$ cat config.mk
export PLATFORM = sky130hd
export DESIGN_NAME = list_master
export DESIGN_NICKNAME = d
export VERILOG_FILES = /design/src/rtl/list_pkg.sv /design/src/rtl/list_rsp_fifo.sv /design/src/rtl/list_master.sv
export SDC_FILE = /design/constraint.sdc
export NUM_CORES = 1
export LEC_CHECK = 0
export BUFFER_PORTS_ARGS = -buffer_cell sky130_fd_sc_hd__clkbuf_2
export CAP_MARGIN = 20
export CORE_UTILIZATION = 35
export CTS_CLUSTER_SIZE = 40
export DETAILED_ROUTE_END_ITERATION = 10
export GPL_TIMING_DRIVEN = 0
export HOLD_SLACK_MARGIN = 0.08
export PLACE_DENSITY = 0.58
export SKIP_CTS_REPAIR_TIMING = 1
export SLEW_MARGIN = 10
export SYNTH_ARGS = -nofsm -noshare
export SYNTH_HDL_FRONTEND = slang
export SYNTH_SLANG_ARGS = --single-unit
$ cat constraint.sdc
create_clock -name clk -period 15 [get_ports clk]
set_input_delay 1.5 -clock clk [delete_from_list [all_inputs] [get_ports clk]]
set_output_delay 1.5 -clock clk [all_outputs]
set_load 0.02 [all_outputs]
$ cat src/rtl/list_pkg.sv
// Shared types and constants for the list block and its command master.
package list_pkg;

  localparam int unsigned LIST_DW     = 32;
  localparam int unsigned LIST_LENGTH = 8;
  localparam int unsigned LIST_LW     = $clog2(LIST_LENGTH);
  localparam int unsigned LIST_RW     = LIST_LW + LIST_DW;

  localparam logic [2:0] OP_READ       = 3'd0;
  localparam logic [2:0] OP_INSERT     = 3'd1;
  localparam logic [2:0] OP_FIND_ALL   = 3'd2;
  localparam logic [2:0] OP_FIND_FIRST = 3'd3;
  localparam logic [2:0] OP_SUM        = 3'd4;
  localparam logic [2:0] OP_SORT_ASC   = 3'd5;
  localparam logic [2:0] OP_SORT_DESC  = 3'd6;
  localparam logic [2:0] OP_DELETE     = 3'd7;

  typedef enum logic [2:0] {
    ST_IDLE,
    ST_ISSUE,
    ST_WAIT,
    ST_GAP,
    ST_DRAIN
  } master_state_e;

  typedef struct packed {
    logic [LIST_RW-1:0] data;
    logic               error;
    logic               last;
    logic               timeout;
  } list_rsp_t;

  function automatic logic is_find(input logic [2:0] op);
    return (op == OP_FIND_ALL) || (op == OP_FIND_FIRST);
  endfunction

endpackage

$ cat src/rtl/list_rsp_fifo.sv
// Response buffer: registered-output synchronous FIFO, no fall-through.
module list_rsp_fifo
  import list_pkg::*;
#(
  parameter int unsigned DEPTH = LIST_LENGTH + 2
) (
  input  logic                       clk,
  input  logic                       rst,
  input  logic                       push,
  input  list_rsp_t                  push_data,
  input  logic                       pop,
  output list_rsp_t                  pop_data,
  output logic                       valid,
  output logic [$clog2(DEPTH+1)-1:0] free_count
);

  localparam int unsigned PW = $clog2(DEPTH);
  localparam int unsigned CW = $clog2(DEPTH + 1);

  list_rsp_t         mem_q [DEPTH];
  list_rsp_t         mem_d [DEPTH];
  logic [PW-1:0]     wr_ptr_q, wr_ptr_d;
  logic [PW-1:0]     rd_ptr_q, rd_ptr_d;
  logic [CW-1:0]     count_q, count_d;
  logic              do_pop;

  function automatic logic [PW-1:0] ptr_inc(input logic [PW-1:0] p);
    return (p == PW'(DEPTH - 1)) ? '0 : PW'(p + 1'b1);
  endfunction

  assign do_pop = pop && (count_q != '0);

  always_comb begin
    mem_d    = mem_q;
    wr_ptr_d = wr_ptr_q;
    rd_ptr_d = rd_ptr_q;
    count_d  = count_q;
    if (push) begin
      mem_d[wr_ptr_q] = push_data;
      wr_ptr_d        = ptr_inc(wr_ptr_q);
    end
    if (do_pop) begin
      rd_ptr_d = ptr_inc(rd_ptr_q);
    end
    case ({push, do_pop})
      2'b10:   count_d = CW'(count_q + 1'b1);
      2'b01:   count_d = CW'(count_q - 1'b1);
      default: count_d = count_q;
    endcase
  end

  always_ff @(posedge clk or posedge rst) begin
    if (rst) begin
      mem_q    <= '{default: '0};
      wr_ptr_q <= '0;
      rd_ptr_q <= '0;
      count_q  <= '0;
    end else begin
      mem_q    <= mem_d;
      wr_ptr_q <= wr_ptr_d;
      rd_ptr_q <= rd_ptr_d;
      count_q  <= count_d;
    end
  end

  assign pop_data   = mem_q[rd_ptr_q];
  assign valid      = (count_q != '0);
  assign free_count = CW'(DEPTH) - count_q;

  // The master reserves room for every push, so a push into a full buffer is a design error.
  assert property (@(posedge clk) disable iff (rst)
    !(push && (count_q == CW'(DEPTH)) && !do_pop));

endmodule

$ cat src/rtl/list_master.sv
// Command initiator for the list: issues one op at a time and buffers every completion.
module list_master
  import list_pkg::*;
#(
  parameter int unsigned DATA_WIDTH = LIST_DW,
  parameter int unsigned LENGTH     = LIST_LENGTH,
  parameter int unsigned TIMEOUT    = 256,
  parameter int unsigned FIFO_DEPTH = LENGTH + 2
) (
  input  logic                                 clk,
  input  logic                                 rst,
  input  logic                                 cmd_valid,
  output logic                                 cmd_ready,
  input  logic [2:0]                           cmd_op,
  input  logic [DATA_WIDTH-1:0]                cmd_data,
  input  logic [$clog2(LENGTH)-1:0]            cmd_index,
  output logic [2:0]                           op_sel,
  output logic                                 op_en,
  output logic [DATA_WIDTH-1:0]                data_in,
  output logic [$clog2(LENGTH)-1:0]            index_in,
  input  logic [$clog2(LENGTH)+DATA_WIDTH-1:0] data_out,
  input  logic                                 op_done,
  input  logic                                 op_in_progress,
  input  logic                                 op_error,
  input  logic [$clog2(LENGTH+1)-1:0]          list_len,
  output logic                                 rsp_valid,
  input  logic                                 rsp_ready,
  output logic [$clog2(LENGTH)+DATA_WIDTH-1:0] rsp_data,
  output logic                                 rsp_error,
  output logic                                 rsp_last,
  output logic                                 rsp_timeout
);

  localparam int unsigned LW  = $clog2(LENGTH);
  localparam int unsigned FW  = $clog2(FIFO_DEPTH + 1);
  localparam int unsigned WDW = $clog2(TIMEOUT + 1);

  master_state_e          state_q, state_d;
  logic [2:0]             op_sel_q, op_sel_d;
  logic                   op_en_q, op_en_d;
  logic [DATA_WIDTH-1:0]  data_in_q, data_in_d;
  logic [LW-1:0]          index_in_q, index_in_d;
  logic [WDW-1:0]         wd_q, wd_d;

  logic                   push;
  list_rsp_t              push_rsp;
  list_rsp_t              rsp_head;
  logic [FW-1:0]          free_count;
  logic                   terminal;
  logic                   term_error;

  assign cmd_ready  = (state_q == ST_IDLE) && (free_count >= FW'(LENGTH + 1));
  assign terminal   = op_done && !op_in_progress;
  // Find-all reports "found" on op_error, so a clean find-all is one with the flag set.
  assign term_error = (op_sel_q == OP_FIND_ALL) ? !op_error : op_error;

  always_comb begin
    state_d    = state_q;
    op_sel_d   = op_sel_q;
    op_en_d    = 1'b0;
    data_in_d  = data_in_q;
    index_in_d = index_in_q;
    wd_d       = wd_q;
    push       = 1'b0;
    push_rsp   = '0;
    case (state_q)
      ST_IDLE: begin
        if (cmd_valid && cmd_ready) begin
          if (is_find(cmd_op) && (list_len == '0)) begin
            push           = 1'b1;
            push_rsp.error = 1'b1;
            push_rsp.last  = 1'b1;
          end else begin
            op_sel_d   = cmd_op;
            data_in_d  = cmd_data;
            index_in_d = cmd_index;
            op_en_d    = 1'b1;
            wd_d       = '0;
            state_d    = ST_ISSUE;
          end
        end
      end
      ST_ISSUE: state_d = ST_WAIT;
      ST_WAIT: begin
        wd_d = WDW'(wd_q + 1'b1);
        if (terminal) begin
          push           = 1'b1;
          push_rsp.data  = term_error ? '0 : data_out;
          push_rsp.error = term_error;
          push_rsp.last  = 1'b1;
          state_d        = ST_GAP;
        end else if (wd_q == WDW'(TIMEOUT - 1)) begin
          push             = 1'b1;
          push_rsp.error   = 1'b1;
          push_rsp.last    = 1'b1;
          push_rsp.timeout = 1'b1;
          state_d          = ST_DRAIN;
        end else if (op_done) begin
          push          = 1'b1;
          push_rsp.data = data_out;
        end
      end
      ST_DRAIN: begin
        if (terminal) state_d = ST_GAP;
      end
      ST_GAP:  state_d = ST_IDLE;
      default: state_d = ST_IDLE;
    endcase
  end

  always_ff @(posedge clk or posedge rst) begin
    if (rst) begin
      state_q    <= ST_IDLE;
      op_sel_q   <= '0;
      op_en_q    <= 1'b0;
      data_in_q  <= '0;
      index_in_q <= '0;
      wd_q       <= '0;
    end else begin
      state_q    <= state_d;
      op_sel_q   <= op_sel_d;
      op_en_q    <= op_en_d;
      data_in_q  <= data_in_d;
      index_in_q <= index_in_d;
      wd_q       <= wd_d;
    end
  end

  list_rsp_fifo #(
    .DEPTH(FIFO_DEPTH)
  ) u_rsp_fifo (
    .clk       (clk),
    .rst       (rst),
    .push      (push),
    .push_data (push_rsp),
    .pop       (rsp_ready),
    .pop_data  (rsp_head),
    .valid     (rsp_valid),
    .free_count(free_count)
  );

  assign op_sel      = op_sel_q;
  assign op_en       = op_en_q;
  assign data_in     = data_in_q;
  assign index_in    = index_in_q;
  assign rsp_data    = rsp_head.data;
  assign rsp_error   = rsp_head.error;
  assign rsp_last    = rsp_head.last;
  assign rsp_timeout = rsp_head.timeout;

endmodule

Word level (Yosys, flattened, before mapping)
Cells that the tools add are included.

word-level totals
  flip-flop bits (word level) = 443
  output and inout port bits = 79
  bits of input ports = 84
  logic and storage cells = 133

operators by class
  multiplexer cells = 39
  reductions and logical operators = 17
  equal/unequal tests = 15
  order comparisons = 4
  add/sub/neg operators = 6
  bitwise operators = 3

operators with widths
  operator                                                               number
  380-bit bitwise mux                                                    1
  38-bit binary-select mux with 4-bit select                             1
  38-bit demux with 4-bit select                                         1
  35-bit 2-to-1 mux                                                      4
  38-bit 2-to-1 mux                                                      3
  37-bit 2-to-1 mux                                                      1
  3-bit 2-to-1 mux                                                       6
  9-bit 2-to-1 mux                                                       2
  9-bit one-hot mux with 2 select lines                                  1
  4-bit by 1-bit adder with 4-bit output, second input constant          3
  3-bit by 2-bit equality test with 1-bit output, second input constant  4
  3-bit one-hot mux with 4 select lines                                  1
  1-bit 2-to-1 mux                                                       11
  5-bit greater-or-equal comparator, second input constant               2
  4-bit inverter with 5-bit output                                       2
  9-bit by 1-bit adder with 9-bit output, second input constant          1
  9-bit by 8-bit equality test with 1-bit output, second input constant  1
  4-bit equality test, second input constant                             2
  4-bit 2-to-1 mux                                                       2
  4-bit one-hot mux with 2 select lines                                  1
  1-bit logical AND                                                      6
  3-bit AND reduction                                                    2
  5-bit by 1-bit < comparator with 1-bit output, second input constant   1
  4-bit greater-or-equal comparator, second input constant               1
  other kinds (20)                                                       24

Logic depth before layout (Yosys ltp)
  word-level depth = 8
  mapped depth = 15
  depth with buffers taken out = 14

Hierarchy
Synthesis repeated with hierarchy kept, for this count alone.

second synthesis, totals
  cell total of the unflattened synthesis = 1492
  area, all modules = 21226.6 um^2

by module, submodules not included
  module         cells an instance  instances  sequential area each (um^2)  area each (um^2)
  list_rsp_fifo  1240               1          9809.4                       18380.1
  list_master    252                1          1276.2                       2846.5

Worst setup path before layout
OpenSTA, ideal clock, no wires.

  path type = input port to flip-flop
  start point = in op_done
  end point = reg u_rsp_fifo.count_q[2]
  required time = 14875 ps
  arrival time = 3500 ps
  stages on the path = 11
  library setup time = 125 ps
  setup slack = 11374 ps
  buffers on the path = 1
  cells stage by stage = or2_0 -> clkbuf_1 -> nand2_2 -> a21boi_0 -> ha_1 -> xor2_1 -> ha_1 -> a21oi_1 -> xor2_1 -> nor2_1 -> xor2_1

on the way
  longest elaborated chain between the ends = 6
  elaborated cells on any way between the ends = 9
  those cells by class = 2 x eq/ne; 5 x mux; 2 x reduce/logical

ends and longest elaborated chain
  what                                                                                          line                 RTL
  from (decl)                                                                                   list_master.sv:22    input logic op_done,
  1-bit 2-to-1 mux                                                                              list_master.sv:98    end else if (op_done) begin
  1-bit 2-to-1 mux                                                                              list_master.sv:92    end else if (wd_q == WDW'(TIMEOUT - 1)) begin
  1-bit 2-to-1 mux *                                                                            list_master.sv:86    if (terminal) begin
  1-bit one-hot mux with 2 select lines *                                                       list_master.sv:66    case (state_q)
  2-bit by 1-bit equality test with 1-bit output / 2-bit equality test (equally long branches)  list_rsp_fifo.sv:45  case ({push, do_pop})
  4-bit one-hot mux with 2 select lines / 2-bit nonzero test (equally long branches)            -
  to (signal assigned)                                                                          list_rsp_fifo.sv:62  count_q <= count_d;
  to (decl)                                                                                     list_rsp_fifo.sv:24  logic [CW-1:0] count_q, count_d;

Mark *: on every way between the ends. The rest lies on a longest branch, timed or not.
A chain may end at the register's enable or synchronous reset.

Final worst setup path
  start point = reg u_rsp_fifo.rd_ptr_q[1]
  end point = out rsp_data[32]

on the way
  longest elaborated chain between the ends = 4

ends and longest elaborated chain
  what                                                    line                 RTL
  from (decl)                                             list_rsp_fifo.sv:23  logic [PW-1:0] rd_ptr_q, rd_ptr_d;
  from (signal assigned)                                  list_rsp_fifo.sv:61  rd_ptr_q <= rd_ptr_d;
  4-bit inverter with 5-bit output (not written as such)  list_rsp_fifo.sv:66  assign pop_data = mem_q[rd_ptr_q];
  38-bit binary-select mux with 4-bit select              list_rsp_fifo.sv:66
  38-bit 2-to-1 mux (not written as such) (2 in a row)    list_rsp_fifo.sv:66
  to (decl)                                               list_master.sv:28    output logic [$clog2(LENGTH)+DATA_WIDTH-1:0] rsp_data,

No other way between the ends. The select of a mux whose other input is x is not followed.

==> results.toml <==
[run_status]
run_status = "finished, final reports clean"

[cells_and_area]
multi_input_comb_area_sq_um = 9600
most_common_cell_after_layout_fill_and_taps_aside = "sky130_fd_sc_hd__dfrtp_1"
final_nets = 1744
share_of_cells_above_drive_strength_1_pct = 51.7
layout.cells.most_common_list = "sky130_fd_sc_hd__dfrtp_1 (443), sky130_fd_sc_hd__mux2_2 (336), sky130_fd_sc_hd__clkbuf_2 (162), sky130_fd_sc_hd__mux2_4 (85), sky130_fd_sc_hd__mux4_2 (76)"
register_area_sq_um = 11100
final_core_utilization_pct = 41.5
antenna_cells_inserted = 0
n_fill_cell = 5574
syn_to_final_growth_pct = 16.7

[routing]
drt-initial-drc-count = 663
dr.pass1.iters = 4
post-route-drc-count = 0
detailroute.via_count = 12900
totalWireLength_microns = 53900
final_antenna_net_count = 0
via_per_inst = 5.22
detail_route.wl_per_cell_microns = 21.8

[cts]
clockBufferDepth = 3
clkTransAtPathRegs_ns = 0.06
clkLatencyLatePin_ns = 0.61
cts-htree-levels = 2
clock_tree.root_cell = "sky130_fd_sc_hd__clkbuf_16"
cts_buffers = 51
clock_sinks = 443
cts_tree = "built"

[timing]
grt_setup_unrepaired = "no"
final_count_of_negative_setup_slack_endpoints = 0
max_clock_freq_mhz = 196
timing.clock.skew_ns = 0.0270
layout_worst_path_cycle_share_pct = 34.0
relative_slew_slack_pct = 31.8
slew_violations = 0
final-hold-violation-count = 0
finalCriticalPeriod_ns = 5.11
worstMarginPinSlew_ns = 1.02

[worst_setup_path]
critical_path.endpoint_type = "output port"
most_numerous_cell_on_the_critical_path = "sky130_fd_sc_hd__clkbuf_1"
crit_arrival_ns = 3.61
crit_required_ns = 13.50
worst_path_largest_cell_delay_ns = 0.64
timing.critical_path.buf_inv = 4
critPathSlowestCell = "sky130_fd_sc_hd__clkbuf_1"
crit_path_cell_trace = "clkbuf_1, nor2_1, clkbuf_1, buf_1, a22oi_1, o21ai_0, clkbuf_2"
timing_worst_setup_path_type = "reg -> out"
cp_max_fo = 10
startpoint_type = "register"
critical-path-top-delay-family = "buffers and inverters"

[power_and_ir_drop]
power.density_cell_area_nw_per_um2 = 168
design_power_total_mw = 4.22
leakage_nw = 11.8
worst_ir_drop_vdd_v = 0.0000925

[global_route]
antenna_violations_before_repair = 1
global_route.usage.total_pct = 17.7
overflow = 0
first_global_vias = 14100
grt_pass1_wl_microns = 85400
grt_max_degree = 116

[floorplanning]
dieArea_sq_um = 62500
floorplan.initialDensity_pct = 35.5
die_w_microns = 250
chipHeight_microns = 250
ios = 163
std_cell_rows = 90
fp.coreArea_sq_um = 60600

[yosys]
postSynth.asyncResetShare_pct = 100
synthesis.area_per_instance_sq_um = 15.0
synth.yosys.warnings = 0
postSynthCellCount = 1435
number_of_enable_flip_flop_cells_after_synthesis = 0
synth_area_sq_um = 21500
synth.lib_cells_used.distinct = 62
synth_top_flop_cell = "sky130_fd_sc_hd__dfrtp_1"
synth-seq-area-share_pct = 51.5
yosys_register_bits = 443
synthesis.nets = 1524

[min_path]
hold_class = "reg -> reg"

[run]
timing.max_cap.violations = 0

[place]
globalplace.congestion = 0.735
detailed_place_hpwl_microns = 35900
port_buffers = 162
[cells by family (layout without fill, tap and decap cells)]
logic type      count (synthesis)  after routing  synth area share (%)
simple gates                  169            169                  6.48
mux                           535            535                  33.4
buf+inv                       148            409                  3.93
xor+xnor                       14             14                 0.569
fa+ha+maj                       5              5                 0.291
flops                         443            443                  51.5
compound gates                121            121                  3.82
[sequential cells by signal, indices dropped and copies added (netlist names)]
register	cells
state_q	3
op_en	1
index_in	3
u_rsp_fifo.rd_ptr_q	4
wd_q	9
data_in	32
u_rsp_fifo.wr_ptr_q	4
u_rsp_fifo.count_q	4
op_sel	3
u_rsp_fifo.mem_q	380
[layer usage]
metal,vias to the layer above,share of wire (%),GRT usage (%)
met5,-,0,0
met4,0,2.6,5.70
met3,89,4.3,3.20
met2,245,48,28.7
met1,6847,45,23.9
li1,5747,-,-
[path summary, 6_finish.rpt]
path / slack, ns / from / depth (start not counted) / endpoint
worst max-delay path: 9.89 / u_rsp_fifo.rd_ptr_q[1]$_DFFE_PP0P_ / 7 / rsp_data[32]
min in group asynchronous: 0.97 / rst / 2 / op_en$_DFF_PP0_
worst min register to register: 0.48 / data_in[5]$_DFFE_PP0P_ / 1 / data_in[5]$_DFFE_PP0P_
max in group asynchronous: 12.36 / rst / 5 / u_rsp_fifo.mem_q[321]$_DFFE_PP0P_
worst min-delay path: 0.48 / data_in[5]$_DFFE_PP0P_ / 1 / data_in[5]$_DFFE_PP0P_
worst max register to register: 11.45 / wd_q[0]$_DFFE_PP0P_ / 15 / u_rsp_fifo.count_q[2]$_DFFE_PP0P_
[cells in the mapped netlist, drive strengths merged (2+ instances only)]
library cell  number  share of area (%)
a21boi             2              0.070
a21oi              6               0.14
a22oi             40                1.4
a31oi              2              0.058
and2               4               0.12
and3               2              0.058
buf               78                2.7
clkbuf            26               0.45
dfrtp            443                 51
ha                 5               0.29
inv               44               0.77
mux2             459                 25
mux4              76                7.9
nand2             52               0.92
nand2b             4               0.15
nand3              8               0.19
nand4             16               0.46
nor2              21               0.37
nor2b              8               0.23
nor3               5               0.17
nor3b              3               0.15
nor4              36                3.2
o211ai             3               0.10
o21ai             49                1.1
o221ai             2              0.081
o22ai              7               0.32
or2                3              0.087
or3b               2              0.081
xnor2              6               0.24
xor2               8               0.33
[final cells by class]
class	instances	share of cell area, %
Clock buffer	72	5.84
Sequential cell	443	44.1
Inverter	44	0.687
Timing Repair Buffer	167	3.70
Clock inverter	22	0.832
Buffer	104	2.71
Tap cell	782	3.89
Multi-Input combinational cell	844	38.2
[power by group]
part           total [mW]  leakage, nW  internal (mW)  switching (mW)
clock network        1.24        0.831          0.733           0.506
registers            1.60         6.04           1.46           0.141
logic                1.38         4.91          0.590           0.787
[stage by stage]
step	setup TNS (ns)	instances	worst slack [ns]	hold slack, ns	cell area, sq um
finish	0	2478	9.89	0.482	25100
global route	0	2478	9.75	0.495	25100
CTS	0	2477	9.84	0.485	25100
detailed placement	0	2383	10.51	0.471	23400
global placement	-1496.71	2379	-3.43	0.462	23300
floorplan	0	1435	1.16	0.452	21500
No activity file was read; power rests on OpenSTA's default activity.
